**config.mk**
```make
export PLATFORM = sky130hd
export DESIGN_NAME = keypad4x4_scan
export DESIGN_NICKNAME = d
export VERILOG_FILES = /design/src/rtl/keypad4x4_scan.sv
export SDC_FILE = /design/constraint.sdc
export NUM_CORES = 1
export LEC_CHECK = 0
export ABC_AREA = 0
export CORE_UTILIZATION = 51
export DETAILED_ROUTE_END_ITERATION = 7
export GPL_TIMING_DRIVEN = 0
export MAX_ROUTING_LAYER = met4
export PLACE_DENSITY = 0.8
export SLEW_MARGIN = 30
export SYNTH_ARGS = -nofsm -noshare
export SYNTH_HDL_FRONTEND = slang
export SYNTH_SLANG_ARGS = --single-unit
export TNS_END_PERCENT = 100
```
**constraint.sdc**
```tcl
create_clock -name clk -period 3.7 [get_ports clk]
set_clock_uncertainty 0.1 [all_clocks]
set_input_delay 0.925 -clock clk [delete_from_list [all_inputs] [get_ports clk]]
set_output_delay 0.925 -clock clk [all_outputs]
set_load 0.02 [all_outputs]
```
**src/rtl/keypad4x4_scan.sv**
```systemverilog
// 4x4 matrix keypad scanner: drives one row low at a time, reads active-low columns,
// debounces whole scan frames and reports one key code per accepted press.
module keypad4x4_scan #(
  parameter int SCAN_DIV       = 8,
  parameter int DEBOUNCE_SCANS = 3
) (
  input  logic       clk,
  input  logic       rst_n,
  input  logic [3:0] col_n,
  output logic [3:0] row_n,
  output logic [3:0] key_code,
  output logic       key_valid,
  output logic       key_down
);

  localparam int DIV_W = $clog2(SCAN_DIV);
  localparam int CNT_W = $clog2(DEBOUNCE_SCANS + 1);
  localparam logic [DIV_W-1:0] DIV_LAST = DIV_W'(SCAN_DIV - 1);
  localparam logic [CNT_W-1:0] CNT_MAX  = CNT_W'(DEBOUNCE_SCANS);

  typedef enum logic [1:0] {IDLE, PRESS, HELD, RELEASE} state_t;

  function automatic logic [2:0] popcount4(input logic [3:0] v);
    return 3'(v[0]) + 3'(v[1]) + 3'(v[2]) + 3'(v[3]);
  endfunction

  function automatic logic [1:0] low_index(input logic [3:0] v);
    if (v[0])      return 2'd0;
    else if (v[1]) return 2'd1;
    else if (v[2]) return 2'd2;
    else           return 2'd3;
  endfunction

  // Hit count only needs to distinguish 0, 1 and "two or more".
  function automatic logic [1:0] sat_add2(input logic [1:0] a, input logic [2:0] b);
    logic [3:0] s;
    s = {2'b00, a} + {1'b0, b};
    return (s >= 4'd2) ? 2'd2 : s[1:0];
  endfunction

  function automatic logic [CNT_W-1:0] sat_inc(input logic [CNT_W-1:0] c);
    return (c >= CNT_MAX) ? CNT_MAX : c + CNT_W'(1);
  endfunction

  logic [3:0]       col_sync_p0, col_sync_p1;
  logic [DIV_W-1:0] div;
  logic [1:0]       row;
  logic [1:0]       acc_cnt;
  logic [3:0]       acc_key;
  logic             prev_hit;
  logic [3:0]       prev_key;
  logic [CNT_W-1:0] cnt;
  state_t           state, state_nxt;

  logic             row_tick, frame_end;
  logic [3:0]       row_hits;
  logic [2:0]       row_cnt;
  logic [3:0]       row_key;
  logic [1:0]       total;
  logic             res_hit;
  logic [3:0]       res_key;
  logic             same_res;
  logic [CNT_W-1:0] cnt_nxt;
  logic             stable;
  logic             match_code;
  logic             accept, release_done;

  // Stage p0/p1: two-flop synchronizer for the asynchronous column lines
  always_ff @(posedge clk or negedge rst_n) begin
    if (!rst_n) begin
      col_sync_p0 <= 4'hF;
      col_sync_p1 <= 4'hF;
    end else begin
      col_sync_p0 <= col_n;
      col_sync_p1 <= col_sync_p0;
    end
  end

  always_ff @(posedge clk or negedge rst_n) begin
    if (!rst_n) begin
      div <= '0;
      row <= 2'd0;
    end else if (row_tick) begin
      div <= '0;
      row <= row + 2'd1;
    end else begin
      div <= div + DIV_W'(1);
    end
  end

  always_comb begin
    case (row)
      2'd0:    row_n = 4'b1110;
      2'd1:    row_n = 4'b1101;
      2'd2:    row_n = 4'b1011;
      default: row_n = 4'b0111;
    endcase
  end

  assign row_tick   = (div == DIV_LAST);
  assign frame_end  = row_tick && (row == 2'd3);
  assign row_hits   = ~col_sync_p1;
  assign row_cnt    = popcount4(row_hits);
  assign row_key    = {row, low_index(row_hits)};
  assign total      = sat_add2(acc_cnt, row_cnt);
  assign res_hit    = (total == 2'd1);
  assign res_key    = (acc_cnt == 2'd1) ? acc_key : row_key;
  assign same_res   = (res_hit == prev_hit) && (!res_hit || (res_key == prev_key));
  assign cnt_nxt    = same_res ? sat_inc(cnt) : CNT_W'(1);
  assign stable     = (cnt_nxt == CNT_MAX);
  assign match_code = res_hit && (res_key == key_code);

  // Frame accumulator: rows 0..2 collect here, row 3 is folded in combinationally
  always_ff @(posedge clk or negedge rst_n) begin
    if (!rst_n) begin
      acc_cnt <= 2'd0;
      acc_key <= 4'd0;
    end else if (frame_end) begin
      acc_cnt <= 2'd0;
      acc_key <= 4'd0;
    end else if (row_tick) begin
      acc_cnt <= total;
      if (acc_cnt == 2'd0 && row_cnt == 3'd1)
        acc_key <= row_key;
    end
  end

  always_ff @(posedge clk or negedge rst_n) begin
    if (!rst_n) begin
      prev_hit <= 1'b0;
      prev_key <= 4'd0;
      cnt      <= '0;
    end else if (frame_end) begin
      prev_hit <= res_hit;
      prev_key <= res_key;
      cnt      <= cnt_nxt;
    end
  end

  always_ff @(posedge clk or negedge rst_n) begin
    if (!rst_n) state <= IDLE;
    else        state <= state_nxt;
  end

  always_comb begin
    state_nxt    = state;
    accept       = 1'b0;
    release_done = 1'b0;
    if (frame_end) begin
      case (state)
        IDLE: if (res_hit) state_nxt = PRESS;
        PRESS: begin
          if (!res_hit) begin
            state_nxt = IDLE;
          end else if (stable) begin
            state_nxt = HELD;
            accept    = 1'b1;
          end
        end
        HELD: if (!match_code) state_nxt = RELEASE;
        RELEASE: begin
          if (match_code) begin
            state_nxt = HELD;
          end else if (!res_hit && stable) begin
            state_nxt    = IDLE;
            release_done = 1'b1;
          end
        end
        default: state_nxt = IDLE;
      endcase
    end
  end

  always_ff @(posedge clk or negedge rst_n) begin
    if (!rst_n) begin
      key_valid <= 1'b0;
      key_code  <= 4'd0;
      key_down  <= 1'b0;
    end else begin
      key_valid <= accept;
      if (accept)
        key_code <= res_key;
      if (accept)
        key_down <= 1'b1;
      else if (release_done)
        key_down <= 1'b0;
    end
  end

endmodule

```
**Yosys cells after proc, flatten, opt, wreduce, memory -nomap -nowiden**

Cells that the tools add are included.

- Multiplexer cells: 31
- $lt $le $gt $ge: 2
- Bitwise gates (word level): 1
- Equal/unequal tests: 18
- $add $sub $neg: 7
- Reduce and logical (&&, ||, !) cells: 15

Operator list:

| cell | count |
|---|---|
| $mux 2 | 13 |
| $mux 4 | 4 |
| $pmux 4 s3 | 1 |
| $mux 1 | 11 |
| $eq 2x2->1 const B | 5 |
| $eq 2x1->1 const B | 4 |
| $eq 4x4->1 | 2 |
| $pmux 2 s4 | 1 |
| $logic_not 2->1 | 3 |
| $ne 3x3->1 const B | 2 |
| $reduce_bool 2->1 | 3 |
| $logic_and 1x1->1 | 5 |
| $reduce_and 5->1 | 1 |
| $add 2x1->2 const B | 2 |
| $add 2x3->4 | 1 |
| $ge 4x2->1 const B | 1 |
| $ne 2x2->1 const B | 2 |
| $not 4->4 | 1 |
| $add 2x1->3 | 1 |
| $add 3x1->3 | 1 |
| $add 3x1->3 const B | 1 |
| $eq 3x1->1 const B | 1 |
| $eq 3x3->1 const B | 1 |
| $mux 3 | 1 |
| 6 further kinds | 6 |

- Input port bits: 6
- Register bits: 34
- Output and inout port bits: 10
- Logic and storage cells: 87

**Logic depth before layout (Yosys ltp)**

Gate-level depths: netlist of run 1.

- Depth in word-level cells: 20
- Gate-level depth with buffers: 11
- Mapped depth without buffers: 11

**Worst setup path before layout of run 1**

No wires, ideal clock.

- Path kind: flip-flop to flip-flop
- From: register col_sync_p1[0]
- To: register key_code[0]
- Cell stages (with the launch flop): 12
- Library setup time: 0.079 ns
- Setup slack: 0.108 ns
- Clock period less this slack: 3.592 ns
- Data arrival time: 3.413 ns
- Path buffers: 0
- Cell sequence: dfstp_2 -> inv_1 -> fa_1 -> ha_1 -> ha_1 -> inv_1 -> fa_1 -> nor4bb_1 -> a31o_2 -> o221ai_2 -> nor4b_4 -> mux2i_1

- Cells in the longest elaborated chain, start to end: 17

RTL lines:

| item | line | text |
|---|---|---|
| from (decl) | 45 | `logic [3:0] col_sync_p0, col_sync_p1;` |
| from (signal assigned) | 75 | `col_sync_p1 <= col_sync_p0;` |
| $not 4->4 (*) | 102 | `assign row_hits = ~col_sync_p1;` |
| $add 1x1->2 | 24 | `return 3'(v[0]) + 3'(v[1]) + 3'(v[2]) + 3'(v[3]);` |
| $add 2x1->3 | 24 |  |
| $add 3x1->3 | 24 |  |
| $add 2x3->4 | 37 | `s = {2'b00, a} + {1'b0, b};` |
| $ge 4x2->1 | 38 | `return (s >= 4'd2) ? 2'd2 : s[1:0];` |
| $mux 2 | 38 |  |
| $eq 2x1->1 | 106 | `assign res_hit = (total == 2'd1);` |
| [2 not listed] | - |  |
| $logic_and 1x1->1 | 108 | `assign same_res = (res_hit == prev_hit) && (!res_hit \|\| (res_key == prev_key));` |
| $mux 2 | 109 | `assign cnt_nxt = same_res ? sat_inc(cnt) : CNT_W'(1);` |
| $eq 2x2->1 | 110 | `assign stable = (cnt_nxt == CNT_MAX);` |
| $mux 1 | 155 | `end else if (stable) begin` |
| $mux 1 (*) | 153 | `if (!res_hit) begin` |
| $mux 1 (*) | 150 | `case (state)` |
| $mux 1 (*) | 149 | `if (frame_end) begin` |
| named net accept | 66 | `logic accept, release_done;` |
| to (signal assigned) | 182 | `key_code <= res_key;` |
| to (decl) | 11 | `output logic [3:0] key_code,` |

The timed path passes the listed nets; every way through them passes the cells marked *.
A chain may end at the register's enable or synchronous reset.

**Final worst setup path of run 1**

Same ends and word-level chain as after synthesis.

==> summary.txt, run 1 <==
Outcome
  – Status: finished, final reports clean

Placed design
  – DP Area: 0.00202 mm2
  – I/O Buffers: 15
  – Detail Placement HPWL: 2560 um
  – Inst Count DP: 221
  – Gp weighted congestion: 0.859

Worst setup path
  – CP Max Fanout: 5
  – CP max stage cell: dfstp_2
  – Startpoint types: flop
  – Crit path kind: flop to flop
  – Delay-heaviest family, CP: adder cells
  – CP arrival: 3.74 ns
  – Required time worst endpoint: 3.86 ns
  – Worst path cell trace: inv_1 > fa_1 > ha_4 > ha_4 > inv_1 > fa_2 > nor4bb_4 > a31o_2 > o221ai_4 > nor4b_4 > buf_6 > mux2i_1
  – Slowest stage delay, CP: 0.57 ns
  – Setup crit end kind: flop
  – WP buf/inv: 3

Timing
  – Slew Viols, Final: 0
  – Worst-margin pin slew: 0.512 ns
  – Fmax: 0.280 GHz
  – Final Critical Period: 3.57 ns
  – Final period util: 96.6%
  – Relative slew margins: 65.7%
  – Final setup fails: 0
  – Final hold vios: 0

Floorplan
  – Vert. Die Dim: 61.3 um
  – Die area: 0.00375 mm2
  – Initial Utilization: 53.7%
  – Horiz. Die Dim: 61.3 um
  – Core Region: 0.00334 mm2
  – Top Ports: 16
  – Row count: 21

CTS
  – Hold-fix buffers, CTS: 0
  – Worst skew pair latency: 0.35 ns
  – H-tree depth: 2
  – TritonCTS buffer count: 5
  – Clock-pin slew on the worst setup and hold paths: 0.10 ns
  – CTS max path bufs: 2
  – CTS tree: done
  – Clk sinks: 34
  – Clk root buf: clkbuf_4

Pwr
  – Part of the power in registers: 46.2%
  – P_int: 649 uW
  – Pwr Density: 443 mW/mm2
  – Clock power share: 22.3%
  – Net Switching: 319 uW
  – Peak VDD IR: 0.341 mV
  – Leakage Power: 0.923 nW
  – Power share of the combinational group: 31.5%
  – Switching share of power: 33.0%

Logic synthesis
  – Sequential area share after synthesis: 48.1%
  – Synth Area in Adders: 9.92%
  – Largest family of logic cells by synthesized area: simple AND/OR/NAND/NOR gates
  – Cell count after synthesis: 159
  – Flops & latches, synth: 34
  – Most common cell in the synthesized netlist: dfrtp_1
  – Synthesized cell area: 0.00179 mm2
  – Syn avg cell area: 11.3 um2
  – Compound-cell area share of the yosys netlist: 13.7%
  – Post-synth EDFFs: 0
  – Post-Synth Simple-Gate Area: 14.0%
  – Ys async rst share: 100%
  – Yosys top cell by area: dfrtp_1
  – Number of distinct library cells after synthesis: 43
  – Synth Area in XOR/XNOR: 3.91%
  – Synth warnings: 0
  – Mux contribution to synthesized area: 5.80%
  – Syn nets: 178
  – Largest cells by area after synthesis: dfrtp_1 36%, dfstp_2 12%, ha_1 7.7%
  – Post-synth top cells: 26 x dfrtp_1, 20 x inv_1, 15 x nand2_1, 11 x ha_1, 10 x o21ai_0
  – Post-synth top area share: 36.3%
  – Synth Flop Type: dfrtp_1

Routing
  – DR vias: 1299
  – WL/cell: 15.2 um
  – Detailed Route WL: 3550 um
  – Initial DRC count: 49
  – Drt drc: 0
  – Pre-Repair DR Iteration Count: 4
  – ANT nets after route: 0
  – Vias/cell: 5.58

GRT
  – Antenna violations before repair: 0
  – Largest net degree at the start of global routing: 22
  – Gr ovfl total: 0
  – First-pass GRT wire length: 5710 um
  – Vias in the first global route: 1265
  – GR Util All Layers: 22.4%

Finish
  – Number of fill cells: 272
  – Synth-to-layout area growth: 22.2%
  – Final Core Density: 65.5%
  – Fin area: 0.00219 mm2
  – Finished Layout Cells: 233
  – FF+latch area: 861 um2
  – Share of post-route cells with drive strength above 1: 18.7%
  – # diodes: 0
  – Multi-input logic area: 920 um2
  – Nets: 205

Run
  – Reported max-cap violation count: 0

Hold path
  – Worst min path class: flop to flop
-- final timing paths --
| check | from | end | slack [ns] | cells past startpoint |
|---|---|---|---|---|
| setup / recovery | col_sync_p1[0] | key_code[0] | 0.13 | 12 |
| min in group asynchronous | rst_n | div[1] | 0.36 | 1 |
| setup reg to reg | col_sync_p1[0] | key_code[0] | 0.13 | 12 |
| max in group asynchronous | rst_n | col_sync_p0[0] | 2.61 | 2 |
| hold reg to reg | col_sync_p0[3] | col_sync_p1[3] | 0.26 | 0 |
| hold / removal | col_sync_p0[3] | col_sync_p1[3] | 0.26 | 0 |
-- power groups by stage --
stage	Combinational, mW	Clock (mW)	Sequential, mW
after floorplan	0.181	0	0.440
after global placement	0.215	0	0.448
after detailed placement	0.237	0	0.451
after CTS	0.249	0.219	0.444
after global routing	0.333	0.238	0.453
final	0.305	0.216	0.448
-- cell families (layout without fill, tap and decap cells) --
kind of cell / Yosys count / after routing
AOI/OAI and AO/OA: 32 / 32
xor gates and xnor gates: 8 / 8
adders and majority gates: 13 / 13
buffers and inverters: 22 / 50
DFF: 34 / 34
muxes: 9 / 9
and+or+nand+nor: 41 / 41
-- metrics by stage --
stage | hold WS (ns) | setup TNS [ns] | total power, mW | setup slack (ns)
4_1_cts | 0.261 | 0 | 0.913 | 0.00745
6_report | 0.259 | 0 | 0.968 | 0.126
3_5_place_dp | 0.247 | -1.14 | 0.688 | -0.241
3_3_place_gp | 0.246 | -0.416 | 0.663 | -0.108
5_1_grt | 0.264 | -0.0416 | 1.02 | -0.0296
2_1_floorplan | 0.245 | 0 | 0.621 | 0.108
-- routing by layer --
metal  vias up  share of wire, %  GRT usage (%)
li1        606                 -              -
met1       656                45           26.3
met2        30                50           35.6
met3         7               3.9           6.93
met4         0               1.6           9.74
met5         -                 0              -
-- what timing repair did --
action,CTS,global route
endpoints found under the setup margin,9,9
pin swaps,2,5
gates resized for setup,1,9
hold endpoints to repair,0,0
buffers inserted,2,2
-- area by class of cell --
type,count,share of cell area (%)
plain buffers,2,0.343
clock buffers,7,2.52
well taps,46,2.63
inverters,20,3.43
multi-input cells,103,42.0
clock inverters,1,0.229
repair buffers,20,9.44
flip-flops and latches,34,39.4
-- flip-flops by register name, summed over array words and instances, names as in the netlist --
name,cells
col_sync_p1,4
row,2
key_down,1
cnt,2
state,2
div,3
prev_hit,1
prev_key,4
acc_cnt,2
col_sync_p0,4
key_code,4
key_valid,1
acc_key,4
-- placed cells by master (no fill, tap or decap), types with 4 or more instances in the layout --
cell type / n
nand3_1: 4
o21ai_0: 10
nand2_1: 15
xnor2_1: 7
nor2_1: 4
dfstp_2: 8
a22o_1: 5
clkbuf_4: 5
mux2i_1: 7
clkdlybuf4s50_1: 14
ha_1: 8
dfrtp_1: 26
inv_1: 20
a21oi_1: 4
No activity file was read; power rests on OpenSTA's default activity.
==> run 2: changes to the inputs <==
==> constraint.sdc (replaced) <==
create_clock -name clk -period 3 [get_ports clk]
set_clock_uncertainty 0.1 [all_clocks]
set_input_delay 0.75 -clock clk [delete_from_list [all_inputs] [get_ports clk]]
set_output_delay 0.75 -clock clk [all_outputs]
set_load 0.02 [all_outputs]
==> summary.txt, run 2 (synthesis results as in run 1) <==
Timing
  – Fmax: 0.283 GHz
  – Final Critical Period: 3.54 ns
  – RSZ-0062 raised after global routing: true
  – Hold Slack: 0.208 ns
  – Relative slew margins: 53.9%
  – Final setup fails: 12
  – Worst-margin pin slew: 0.688 ns
  – PnR worst setup slack: -0.538 ns
  – Final hold vios: 0
  – Final period util: 118%
  – Slew Viols, Final: 0

Routing
  – DR vias: 1342
  – Vias/cell: 5.59
  – ANT nets after route: 0
  – WL/cell: 16.7 um
  – Detailed Route WL: 4020 um
  – Pre-Repair DR Iteration Count: 4
  – Drt drc: 0
  – Initial DRC count: 51

Floorplan
  – Die area: 0.00375 mm2
  – Horiz. Die Dim: 61.3 um
  – Initial Utilization: 53.7%
  – Top Ports: 16
  – Vert. Die Dim: 61.3 um
  – Core Region: 0.00334 mm2
  – Row count: 21

Outcome
  – Failing checks: negative setup slack
  – Status: finished with violations

GRT
  – GR Util All Layers: 25.3%
  – Antenna violations before repair: 0
  – Largest net degree at the start of global routing: 21
  – First-pass GRT wire length: 6400 um
  – Vias in the first global route: 1295
  – Gr ovfl total: 0

Worst setup path
  – Setup crit end kind: flop
  – Worst path cell trace: inv_2 > fa_1 > ha_4 > ha_4 > inv_2 > fa_2 > nor4bb_4 > a31o_4 > o221ai_4 > nor4b_4 > buf_4 > mux2i_1
  – CP max stage cell: dfstp_2
  – FF-to-FF setup slack: -0.54 ns
  – WP buf/inv: 3
  – CP Max Fanout: 5
  – Slowest stage delay, CP: 0.55 ns
  – Crit path kind: flop to flop
  – Startpoint types: flop
  – CP arrival: 3.68 ns
  – Delay-heaviest family, CP: adder cells
  – Required time worst endpoint: 3.15 ns

CTS
  – Clk sinks: 34
  – Clock-pin slew on the worst setup and hold paths: 0.11 ns
  – CTS max path bufs: 2
  – H-tree depth: 2
  – CTS tree: done
  – TritonCTS buffer count: 5
  – Worst skew pair latency: 0.34 ns
  – Clk root buf: clkbuf_4

Finish
  – Commonest non-fill, non-tap cell in the layout: dfrtp_1
  – Share of post-route cells with drive strength above 1: 27.8%
  – # diodes: 0
  – Commonest cells after routing, fill and taps aside: 26 x dfrtp_1, 15 x inv_1, 15 x nand2_1
  – Synth-to-layout area growth: 29.6%
  – Final Core Density: 69.5%
  – Number of fill cells: 236
  – Nets: 212

Pwr
  – Switching share of power: 31.8%
  – Power share of the combinational group: 35.5%
  – Peak VDD IR: 0.301 mV
  – Leakage Power: 0.987 nW
  – P_int: 916 uW
  – Part of the power in registers: 41.3%
  – Clock power share: 23.3%
  – Pwr Density: 579 mW/mm2
  – Net Switching: 428 uW

Hold path
  – Worst min path class: input port to async pin

Placed design
  – I/O Buffers: 15
  – Detail Placement HPWL: 2760 um
  – Gp weighted congestion: 0.890

Run
  – Reported max-cap violation count: 0
run 2: changes by cell type in the layout (fill, tap and decap cells not counted), sizes merged:
| cell | previous run | this run |
|---|---|---|
| buf | 6 | 13 |
| clkbuf | 9 | 10 |
| clkinv | 1 | 0 |
run 2: power by group through the flow:
stage	Combinational (mW)	Sequential, mW	Clock (mW)
5_1_grt	0.512	0.561	0.343
3_5_place_dp	0.322	0.559	0
3_3_place_gp	0.293	0.556	0
6_report	0.476	0.555	0.313
2_1_floorplan	0.244	0.546	0
4_1_cts	0.399	0.550	0.323
run 2: worst paths after layout:
kind	start	end	depth (start not counted)
setup reg to reg	col_sync_p1[0]	key_code[0]	12
max in group asynchronous	rst_n	div[2]	2
hold / removal	rst_n	state[1]	1
hold reg to reg	col_sync_p0[1]	col_sync_p1[1]	0
min in group clk	col_sync_p0[1]	col_sync_p1[1]	0
setup / recovery	col_sync_p1[0]	key_code[0]	12
run 2: layout make-up:
type / count / area (um2) / area share, %
multi-input combinational: 103 / 973 / 42.0
sequential: 34 / 861 / 37.1
timing repair buffer: 27 / 267 / 11.5
clock buffer: 8 / 78.8 / 3.40
inverter: 20 / 75.1 / 3.24
tap: 46 / 57.6 / 2.48
buffer: 2 / 7.51 / 0.324
run 2: stage by stage:
| step | setup WS [ns] | power (mW) | setup TNS (ns) | std cells | cell area, um2 |
|---|---|---|---|---|---|
| floorplan | -0.387 | 0.790 | -3.04 | 159 | 1840 |
| global placement | -0.580 | 0.849 | -4.81 | 220 | 2050 |
| global route | -0.661 | 1.42 | -6.67 | 240 | 2320 |
| finish | -0.538 | 1.34 | -5.33 | 240 | 2320 |
| detailed placement | -0.828 | 0.882 | -7.24 | 221 | 2070 |
| CTS | -0.593 | 1.27 | -5.05 | 235 | 2250 |
run 2: worst register-to-register path, cell delays in order, from the launching register on:
cell      delay (ns)
dfstp_2         0.55
inv_2           0.04
fa_1            0.50
ha_4            0.19
ha_4            0.26
inv_2           0.03
fa_2            0.55
nor4bb_4        0.23
a31o_4          0.22
o221ai_4        0.12
nor4b_4         0.24
buf_4           0.19
mux2i_1         0.22
run 2: what timing repair did:
item	in CTS	in global routing
endpoints found under the hold margin	0	0
hold buffers	0	0
buffers inserted	6	6
gates resized for setup	14	8
endpoints found under the setup margin	12	12
pin swaps	8	4
run 2: per-layer routing:
layer,vias to the layer above,track usage [%],part of all wire [%]
met5,-,-,0
met1,659,31.6,40
met3,10,5.46,5.4
met2,48,39.1,53
li1,625,-,-
met4,0,12.0,2.4
==> run 3: changes to the inputs <==
--- a/config.mk
+++ b/config.mk
@@ -6,11 +6,12 @@
 export NUM_CORES = 1
 export LEC_CHECK = 0
 export ABC_AREA = 0
-export CORE_UTILIZATION = 51
+export CORE_UTILIZATION = 56
 export DETAILED_ROUTE_END_ITERATION = 7
+export DONT_BUFFER_PORTS = 1
 export GPL_TIMING_DRIVEN = 0
 export MAX_ROUTING_LAYER = met4
-export PLACE_DENSITY = 0.8
+export PLACE_DENSITY = 0.73
 export SLEW_MARGIN = 30
 export SYNTH_ARGS = -nofsm -noshare
 export SYNTH_HDL_FRONTEND = slang
==> summary.txt, run 3 (synthesis results as in run 1) <==
Floorplan
  – Row count: 20
  – Initial Utilization: 58.6%
  – Die area: 0.00343 mm2
  – Top Ports: 16
  – Core Region: 0.00305 mm2
  – Vert. Die Dim: 58.5 um
  – Horiz. Die Dim: 58.5 um

Finish
  – Commonest non-fill, non-tap cell in the layout: dfrtp_1
  – Number of fill cells: 226
  – Nets: 198
  – Multi-input logic area: 966 um2
  – Commonest cells after routing, fill and taps aside: 26 x dfrtp_1, 16 x inv_1, 15 x nand2_1
  – Fin area: 0.00216 mm2
  – Share of post-route cells with drive strength above 1: 28.3%
  – # diodes: 0
  – Synth-to-layout area growth: 20.7%
  – FF+latch area: 861 um2

GRT
  – Antenna violations before repair: 0
  – Largest net degree at the start of global routing: 27
  – Gr ovfl total: 0
  – Vias in the first global route: 1259
  – First-pass GRT wire length: 6090 um
  – GR Util All Layers: 25.8%

Timing
  – Relative slew margins: 48.0%
  – Final period util: 117%
  – Setup tns final: -5.03 ns
  – Final Critical Period: 3.52 ns
  – Worst-margin pin slew: 0.774 ns
  – Fmax: 0.284 GHz
  – Slew Viols, Final: 0
  – PnR worst setup slack: -0.517 ns
  – Hold Slack: 0.0966 ns
  – Final hold vios: 0
  – RSZ-0062 raised after global routing: true
  – Final setup fails: 12

Worst setup path
  – R2R Path End: state[0]
  – Crit path kind: flop to flop
  – Worst r2r path cells: 13
  – Setup crit end kind: flop
  – CP arrival: 3.63 ns
  – Required time worst endpoint: 3.11 ns
  – FF-to-FF setup slack: -0.52 ns
  – Worst r2r src: col_sync_p1[3]
  – Source of the critical timing path: col_sync_p1[3]
  – Startpoint types: flop
  – Worst setup path end: state[0]
  – CP Max Fanout: 3

Pwr
  – Switching share of power: 32.5%
  – Peak VDD IR: 0.468 mV
  – Leakage Power: 0.926 nW
  – Pwr Density: 607 mW/mm2
  – Clock power share: 23.9%
  – Net Switching: 426 uW
  – Part of the power in registers: 42.2%
  – P_int: 886 uW
  – Power, Total: 1.31 mW
  – Power share of the combinational group: 34.0%

CTS
  – CTS tree: done
  – Clock-pin slew on the worst setup and hold paths: 0.11 ns
  – Clk root buf: clkbuf_4
  – H-tree depth: 2
  – CTS max path bufs: 2
  – Clk sinks: 34
  – TritonCTS buffer count: 5
  – Worst skew pair latency: 0.35 ns

Routing
  – DR vias: 1276
  – Detailed Route WL: 3750 um
  – Vias/cell: 5.70
  – WL/cell: 16.7 um
  – Initial DRC count: 62
  – Drt drc: 1
  – ANT nets after route: 0
  – Pre-Repair DR Iteration Count: 7

Run
  – Reported max-cap violation count: 0

Outcome
  – Status: finished with violations
  – Failing checks: design-rule violations, negative setup slack

Placed design
  – Gp weighted congestion: 0.838
  – DP Area: 0.00189 mm2
  – Detail Placement HPWL: 2510 um
  – I/O Buffers: 0

Hold path
  – Worst min path class: input port to async pin
run 3: what timing repair did:
item,in CTS,in global routing
hold endpoints to repair,26,0
gates resized for setup,3,14
setup endpoints to repair,12,13
hold buffers,1,0
setup buffers,8,4
pin swaps,6,9
run 3: worst max-delay path, stage by stage, from the launching register on:
cell and delay, ns:
dfstp_2 0.55, inv_2 0.04, fa_1 0.51, ha_4 0.19
ha_4 0.26, inv_2 0.04, fa_2 0.54, nor4bb_4 0.21
a31o_4 0.22, o221ai_4 0.11, buf_4 0.16, buf_6 0.11
nor4_1 0.19, o221ai_1 0.15
run 3: through the flow:
step,utilization (%),cells,worst slack [ns]
global placement,62.0,203,-0.593
CTS,68.0,220,-0.640
detailed placement,62.0,203,-0.710
floorplan,-,159,-0.387
finish,70.8,224,-0.517
global route,70.8,224,-0.678
run 3: power by group through the flow:
stage | Sequential [mW] | Combinational, mW | Clock (mW)
2_1_floorplan | 0.546 | 0.244 | 0
3_3_place_gp | 0.556 | 0.278 | 0
3_5_place_dp | 0.560 | 0.297 | 0
4_1_cts | 0.551 | 0.356 | 0.317
5_1_grt | 0.558 | 0.482 | 0.332
6_report | 0.553 | 0.446 | 0.313
run 3: routing by layer:
layer	global-route usage [%]	vias to the layer above	wire length, um
met5	-	-	0
met3	6.15	12	156
met4	11.2	0	87
met2	39.1	38	1870
met1	33.4	632	1630
li1	-	594	-
run 3: worst min-delay path by stage:
stage	start	endpoint	cells past startpoint
finish	rst_n	acc_cnt[0]	1
global route	rst_n	acc_cnt[0]	1
CTS	rst_n	acc_cnt[0]	1
detailed placement	col_sync_p0[0]	col_sync_p1[0]	0
global placement	col_sync_p0[1]	col_sync_p1[1]	0
floorplan	col_sync_p0[0]	col_sync_p1[0]	0
run 3: layout make-up:
type | count | share of cell area, %
multi-input cells | 103 | 44.7
flip-flops and latches | 34 | 39.8
repair buffers | 13 | 5.44
clock buffers | 8 | 3.65
inverters | 20 | 3.47
well taps | 44 | 2.55
plain buffers | 2 | 0.347
